<file path="config.mk">
export PLATFORM = sky130hd
export DESIGN_NAME = oam_dma_flat
export DESIGN_NICKNAME = d
export VERILOG_FILES = /design/src/rtl/oam_dma_if.sv /design/src/rtl/oam_dma.sv /design/src/flat_wrapper.sv
export SDC_FILE = /design/constraint.sdc
export NUM_CORES = 1
export LEC_CHECK = 0
export ABC_AREA = 1
export CAP_MARGIN = 20
export CORE_AREA = 2 2 78 80
export CTS_BUF_LIST = sky130_fd_sc_hd__clkbuf_4 sky130_fd_sc_hd__clkbuf_8
export DETAILED_ROUTE_END_ITERATION = 7
export DIE_AREA = 0 0 80 82
export HOLD_SLACK_MARGIN = 0.12
export PLACE_DENSITY = 0.66
export SYNTH_ARGS = -nofsm -noshare
export SYNTH_HDL_FRONTEND = slang
export SYNTH_SLANG_ARGS = --single-unit
</file>
<file path="constraint.sdc">
create_clock -name clk_ph1 -period 1.3 [get_ports clk_ph1]
set_input_delay 0.26 -clock clk_ph1 [delete_from_list [all_inputs] [get_ports clk_ph1]]
set_output_delay 0.26 -clock clk_ph1 [all_outputs]
set_load 0.005 [all_outputs]
</file>
<file path="src/rtl/oam_dma_if.sv">
// CPU-side and memory-map-side bus signals seen by the sprite DMA engine.
// The master modport is the DMA engine; the slave modport is the surrounding system.
interface oam_dma_if;
    logic [15:0] cpu_addr;
    logic [7:0]  cpu_data_out;
    logic        cpu_R_nW;
    logic [7:0]  mem_data_in;
    logic [15:0] Addr_bus;
    logic [7:0]  Data_bus_out;
    logic        R_nW;
    logic        rdy;
    logic        dma_active;

    modport master (
        input  cpu_addr, cpu_data_out, cpu_R_nW, mem_data_in,
        output Addr_bus, Data_bus_out, R_nW, rdy, dma_active
    );

    modport slave (
        output cpu_addr, cpu_data_out, cpu_R_nW, mem_data_in,
        input  Addr_bus, Data_bus_out, R_nW, rdy, dma_active
    );
endinterface

</file>
<file path="src/rtl/oam_dma.sv">
// Sprite DMA engine: a CPU write to DMA_REG_ADDR stalls the CPU and copies one
// 256-byte page to the OAM data port as read/write pairs.
module oam_dma #(
    parameter logic [15:0] DMA_REG_ADDR  = 16'h4014,
    parameter logic [15:0] OAM_DATA_ADDR = 16'h2004
) (
    input  logic      clk_ph1,
    input  logic      rst,
    oam_dma_if.master bus
);

    typedef enum logic [2:0] {
        IDLE,
        HALT,
        ALIGN,
        READ,
        WRITE
    } state_t;

    state_t     state;
    state_t     state_next;
    logic [7:0] page;
    logic [7:0] page_next;
    logic [7:0] idx;
    logic [7:0] idx_next;
    logic [7:0] data_latch;
    logic [7:0] data_latch_next;
    logic       cycle_odd;

    logic       trigger;

    assign trigger = (bus.cpu_addr == DMA_REG_ADDR) && !bus.cpu_R_nW;

    always_ff @(posedge clk_ph1 or posedge rst) begin
        if (rst) begin
            state      <= IDLE;
            page       <= '0;
            idx        <= '0;
            data_latch <= '0;
            cycle_odd  <= 1'b0;
        end else begin
            state      <= state_next;
            page       <= page_next;
            idx        <= idx_next;
            data_latch <= data_latch_next;
            cycle_odd  <= ~cycle_odd;
        end
    end

    always_comb begin
        state_next      = state;
        page_next       = page;
        idx_next        = idx;
        data_latch_next = data_latch;

        unique case (state)
            IDLE: begin
                if (trigger) begin
                    state_next = HALT;
                    page_next  = bus.cpu_data_out;
                    idx_next   = '0;
                end
            end
            // The CPU only stops on a read cycle, so pending writes are let through.
            HALT: begin
                if (bus.cpu_R_nW) begin
                    state_next = cycle_odd ? ALIGN : READ;
                end
            end
            ALIGN: begin
                state_next = READ;
            end
            READ: begin
                state_next      = WRITE;
                data_latch_next = bus.mem_data_in;
            end
            WRITE: begin
                if (idx == 8'hff) begin
                    state_next = IDLE;
                end else begin
                    idx_next   = idx + 8'd1;
                    state_next = READ;
                end
            end
            default: begin
                state_next = IDLE;
            end
        endcase
    end

    always_comb begin
        bus.rdy          = (state == IDLE);
        bus.dma_active   = (state == READ) || (state == WRITE);
        bus.Addr_bus     = bus.cpu_addr;
        bus.Data_bus_out = bus.cpu_data_out;
        bus.R_nW         = bus.cpu_R_nW;

        if (state == READ) begin
            bus.Addr_bus     = {page, idx};
            bus.Data_bus_out = '0;
            bus.R_nW         = 1'b1;
        end else if (state == WRITE) begin
            bus.Addr_bus     = OAM_DATA_ADDR;
            bus.Data_bus_out = data_latch;
            bus.R_nW         = 1'b0;
        end
    end

endmodule

</file>
<file path="src/flat_wrapper.sv">
// flat-port wrapper written by rule: the top's interface ports become plain ports
module oam_dma_flat 
#(
    parameter logic [15:0] DMA_REG_ADDR  = 16'h4014,
    parameter logic [15:0] OAM_DATA_ADDR = 16'h2004
)
  (clk_ph1, rst, bus_cpu_addr, bus_cpu_data_out, bus_cpu_R_nW, bus_mem_data_in, bus_Addr_bus, bus_Data_bus_out, bus_R_nW, bus_rdy, bus_dma_active);
  oam_dma_if bus_i ();
  input  logic clk_ph1;
  input  logic rst;
  input wire logic [$bits(bus_i.cpu_addr)-1:0] bus_cpu_addr;
  input wire logic [$bits(bus_i.cpu_data_out)-1:0] bus_cpu_data_out;
  input wire logic [$bits(bus_i.cpu_R_nW)-1:0] bus_cpu_R_nW;
  input wire logic [$bits(bus_i.mem_data_in)-1:0] bus_mem_data_in;
  output wire logic [$bits(bus_i.Addr_bus)-1:0] bus_Addr_bus;
  output wire logic [$bits(bus_i.Data_bus_out)-1:0] bus_Data_bus_out;
  output wire logic [$bits(bus_i.R_nW)-1:0] bus_R_nW;
  output wire logic [$bits(bus_i.rdy)-1:0] bus_rdy;
  output wire logic [$bits(bus_i.dma_active)-1:0] bus_dma_active;
  assign bus_i.cpu_addr = bus_cpu_addr;
  assign bus_i.cpu_data_out = bus_cpu_data_out;
  assign bus_i.cpu_R_nW = bus_cpu_R_nW;
  assign bus_i.mem_data_in = bus_mem_data_in;
  assign bus_Addr_bus = bus_i.Addr_bus;
  assign bus_Data_bus_out = bus_i.Data_bus_out;
  assign bus_R_nW = bus_i.R_nW;
  assign bus_rdy = bus_i.rdy;
  assign bus_dma_active = bus_i.dma_active;
  oam_dma #(.DMA_REG_ADDR(DMA_REG_ADDR), .OAM_DATA_ADDR(OAM_DATA_ADDR)) u_core (.clk_ph1(clk_ph1), .rst(rst), .bus(bus_i));
endmodule
</file>
-- Yosys cells after proc, flatten, opt, wreduce, memory -nomap -nowiden
Index checks and enable logic that the tools add are counted.
W data, S select, Z words.
- $add $sub $neg: 1
- reduce and logical (&&, ||, !) cells: 8
- muxes and demuxes: 14
- equality and inequality tests: 9
- bitwise logic cells: 1
- operators by type and width (cell ; number):
    $mux W16 ; 2
    $mux W8 ; 4
    $eq A16 B15 Y1 const B ; 1
    $pmux W8 S2 ; 1
    $pmux W3 S5 ; 1
    $add A8 B1 Y8 const B ; 1
    $eq A8 B8 Y1 const B ; 1
    $eq A3 B2 Y1 const B ; 2
    $mux W3 ; 2
    $ne A2 B2 Y1 const B ; 2
    $reduce_and A2 Y1 ; 2
    $eq A3 B1 Y1 const B ; 1
    $eq A3 B3 Y1 const B ; 1
    $logic_not A3 Y1 ; 1
    $mux W1 ; 3
    $reduce_and A3 Y1 ; 1
    $mux W2 ; 1
    $ne A2 B1 Y1 const B ; 1
    $reduce_bool A2 Y1 ; 1
    $logic_and A1 B1 Y1 ; 1
    $logic_not A1 Y1 ; 1
    $logic_or A1 B1 Y1 ; 1
    $not A1 Y1 ; 1
- register bits: 28
- output and inout bits: 27
- word-level logic and storage cells: 38
- bits of input ports: 35

-- Depth between registers and ports, before layout
- depth in word-level cells: 4
- depth in mapped cells: 9
- depth with buffers taken out: 8

-- Worst setup path before layout
No wires, ideal clock.
- path type: reg2out
- from: register u_core.state[0]
- to: output port bus_Addr_bus[10]
- data arrival time: 1.105 ns
- data required time: 1.040 ns
- path slack: -0.065 ns
- cell stages (with the launch flop): 7
- buffers on the path: 1
- cells stage by stage: dfrtp_1 nor2_1 nand2_1 nand2_2 inv_2 buf_2 a22o_1
- cells in the longest elaborated chain, start to end: 3
- elaborated cells between the ends (all ways): 4
- classes of those cells: eq/ne (2); mux (2)
- RTL lines (element ; RTL line ; text):
    start, declared ; oam_dma.sv:20 ; state_t state;
    start signal, assigned ; oam_dma.sv:42 ; state <= state_next;
    $eq A3 B3 Y1 ; oam_dma.sv:102 ; end else if (state == WRITE) begin
    $mux W16 ; oam_dma.sv:102 ;
    $mux W16 (*) ; oam_dma.sv:98 ; if (state == READ) begin
    end, declared ; flat_wrapper.sv:15 ; output wire logic [$bits(bus_i.Addr_bus)-1:0] bus_Addr_bus;
Mark *: on every way between the ends. The rest lies on a longest branch, timed or not.

-- Worst setup path in the final report
- from: register u_core.state[0]
- to: output port bus_Addr_bus[11]
The elaborated chain is that of the path after synthesis.

==> metrics <==
post-synthesis async set-or-reset flop share=1.00; average routed wire per standard cell=16.7 microns; CP max FO=5; pre-CTS setup slack=-0.510 ns; P_int=1.29 mW; Num CTS Buffers=3; most common cell in the netlist=nand2_1; worst vdd ir=0.376 mV; switch share=0.237; largest net degree at the start of global routing=29; Core Footprint=5750 sq um; crit end category=output port; ANT cells=0; Die Y-Extent=82 microns; die area=6560 sq um; floorplan row count=28; unrepaired setup endpoints after global routing=yes; maximum buffer depth of the clock tree=2; Seq pwr share=0.526; final wirelength=7.28 mm; initial antenna violation count=0; Critical Path RT=1.04 ns; crit path DAT=1.59 ns; Logic pwr share=0.131; Final Wtd Congestion=0.882; DR iter-0 viols=182; Seq/Total Area, Yosys=0.424; crit-path max cell delay=0.46 ns; MaxCap Viol Count=0; total power=1.69 mW; status=complete, but fails checks; Clock power frac=0.343; cell type with the largest total area after synthesis=dfrtp_1; vias in the first global route=2218; # IOs=62; final hold viol count=0; Top FF cell, synth=dfrtp_1; layout cells sized above 1=0.511; Total GRT Usage=0.207; final core occ=0.587; Slowest cell on crit path=dfrtp_2; largest cells by area after synthesis=dfrtp_1 (42%), nand2_1 (16%), inv_1 (6.1%); failing checks=negative setup slack; Mapped Area=1650 sq um; NetSw=0.401 mW; GRT Residual Overflow=0; post-DP HPWL=3.98 mm; minimum clock period=1.85 ns; initial core utilization=0.288; clock sink total=28; first-pass GRT wire length=10.3 mm; pin slew with the least headroom to its limit=0.284 ns; Vias=2158; EDFF count, synth=0; DRC Markers=0; Slew Limit Headroom=0.810; Avg Inst Size Synth=7.28 sq um; worst skew pair latency=0.29 ns; Final WS setup=-0.553 ns; Vias/cell=4.94; #FFs+latches synth=28; crit-path cells=nand3_4 > buf_12 > clkinv_8 > buf_8 > a22o_1 > buf_2; Placed Area=2700 sq um; Synth warnings=0; P per Cell Area=501 nW/um^2; root buffer selected by CTS=clkbuf_8; Worst Skew=0.00794 ns; H-tree Lvls=1; top-area cell type share of the netlist area=0.424; Layout area overhead=104%; Synthesized Nets=263; RR Startpoint=u_core.state[1]; Max Clk Rate=540 MHz; Tightest Hold Check Type=input pin to asynchronous set/reset pin; TritonCTS clock tree=built; final setup fails=54; Crit. Startpoint=u_core.state[0]; Tcrit/Tclk final=1.43; fin area=3370 sq um; # nets final=399; Filler cells=481; Detailed Routing Iterations Pass 1=5; Pleak=1.74 nW; Post-DRT Antenna Nets=0; CTS Hold Buffers Added=0; Worst-path clk slew=0.11 ns; Port Buffer Count=61; critical path class=flip-flop to output port; CP Launch Type=flip-flop; Commonest cells post-synth=nand2_1 (71), dfrtp_1 (28), inv_1 (27), nor2_1 (23), nand3_1 (19); die width=80 microns; Synth cell types=26; post-synthesis cell count=227; Final Max Tran Viols=0
[registers in the layout (all words and copies together) (netlist names)]
name and cells:
u_core.cycle_odd 1, u_core.data_latch 8, u_core.page 8, u_core.idx 8
u_core.state 3
[area by class of cell]
cell class	count	area (sq um)	area share
timing repair buffer	140	1310	0.389
clock buffer	4	55.1	0.0163
tap	75	93.8	0.0278
multi-input combinational	159	1070	0.317
inverter	31	139	0.0412
sequential	28	704	0.209
[per-stage QoR]
stage	hold slack, ns	setup TNS [ns]	instances
finish	0.296	-22.61	437
global route	0.311	-24.62	437
CTS	0.303	-18.81	433
detailed placement	0.414	-18.64	406
global placement	0.414	-18.16	406
floorplan	0.325	-0.122	227
[placed cells by master, fill, tap and decap left out, types with 11 or more instances in the layout]
| cell | synthesis | routed |
|---|---|---|
| inv_1 | 27 | 25 |
| nand2_1 | 71 | 43 |
| nand2_2 | 1 | 19 |
| buf_4 | 1 | 45 |
| dfrtp_1 | 28 | 25 |
| buf_2 | 5 | 25 |
| buf_6 | 2 | 23 |
| clkdlybuf4s50_1 | 0 | 34 |
| nor2_1 | 23 | 18 |
| o21ai_2 | 8 | 11 |
| nand3_1 | 19 | 12 |
[power groups by stage]
stage | Sequential, mW | Clock, mW | Combinational, mW
after floorplan | 0.902 | 0 | 0.0453
after global routing | 0.892 | 0.609 | 0.236
final | 0.890 | 0.580 | 0.221
after CTS | 0.887 | 0.576 | 0.210
after detailed placement | 0.903 | 0 | 0.204
after global placement | 0.903 | 0 | 0.204
[critical path, delay by kind of cell, from the launching register on]
family,cells,cell delay [ns]
AO/OA/AOI/OAI,1,0.22
flip-flops,1,0.46
AND/OR/NAND/NOR,1,0.17
buffers and inverters,4,0.44
[worst paths after layout]
path / to / slack, ns / depth (start not counted)
worst max-delay path: bus_Addr_bus[11] / -0.55 / 6
worst min-delay path: u_core.state[1] / 0.30 / 3
worst max register to register: u_core.idx[3] / -0.52 / 10
worst min register to register: u_core.cycle_odd / 0.50 / 1
max in group asynchronous: u_core.state[0] / 0.82 / 3
min in group clk_ph1: u_core.cycle_odd / 0.50 / 1
[timing repair]
item                                    4_1_cts  5_1_grt
cloned                                        3        1
buffers inserted                             26        8
resized for setup                           193       52
pin swaps                                    15       20
endpoints found under the setup margin       45       49
[layer usage]
metal	wire length, microns	track usage	share of wire	up-vias
li1	-	-	-	996
met1	2900	0.227	0.40	1020
met2	3680	0.382	0.51	114
met3	439	0.0374	0.060	28
met4	264	0.103	0.036	0
met5	0	0	0	-
[cell families (layout without fill, tap and decap cells)]
group           count (synthesis)  in the layout  share of synthesized area
xor+xnor                        1              1                    0.00530
buf+inv                        40            175                      0.106
flops                          28             28                      0.424
fa+ha+maj                       1              1                    0.00757
compound gates                 37             37                      0.154
simple gates                  120            120                      0.304
(Power assumes the default switching activity.)
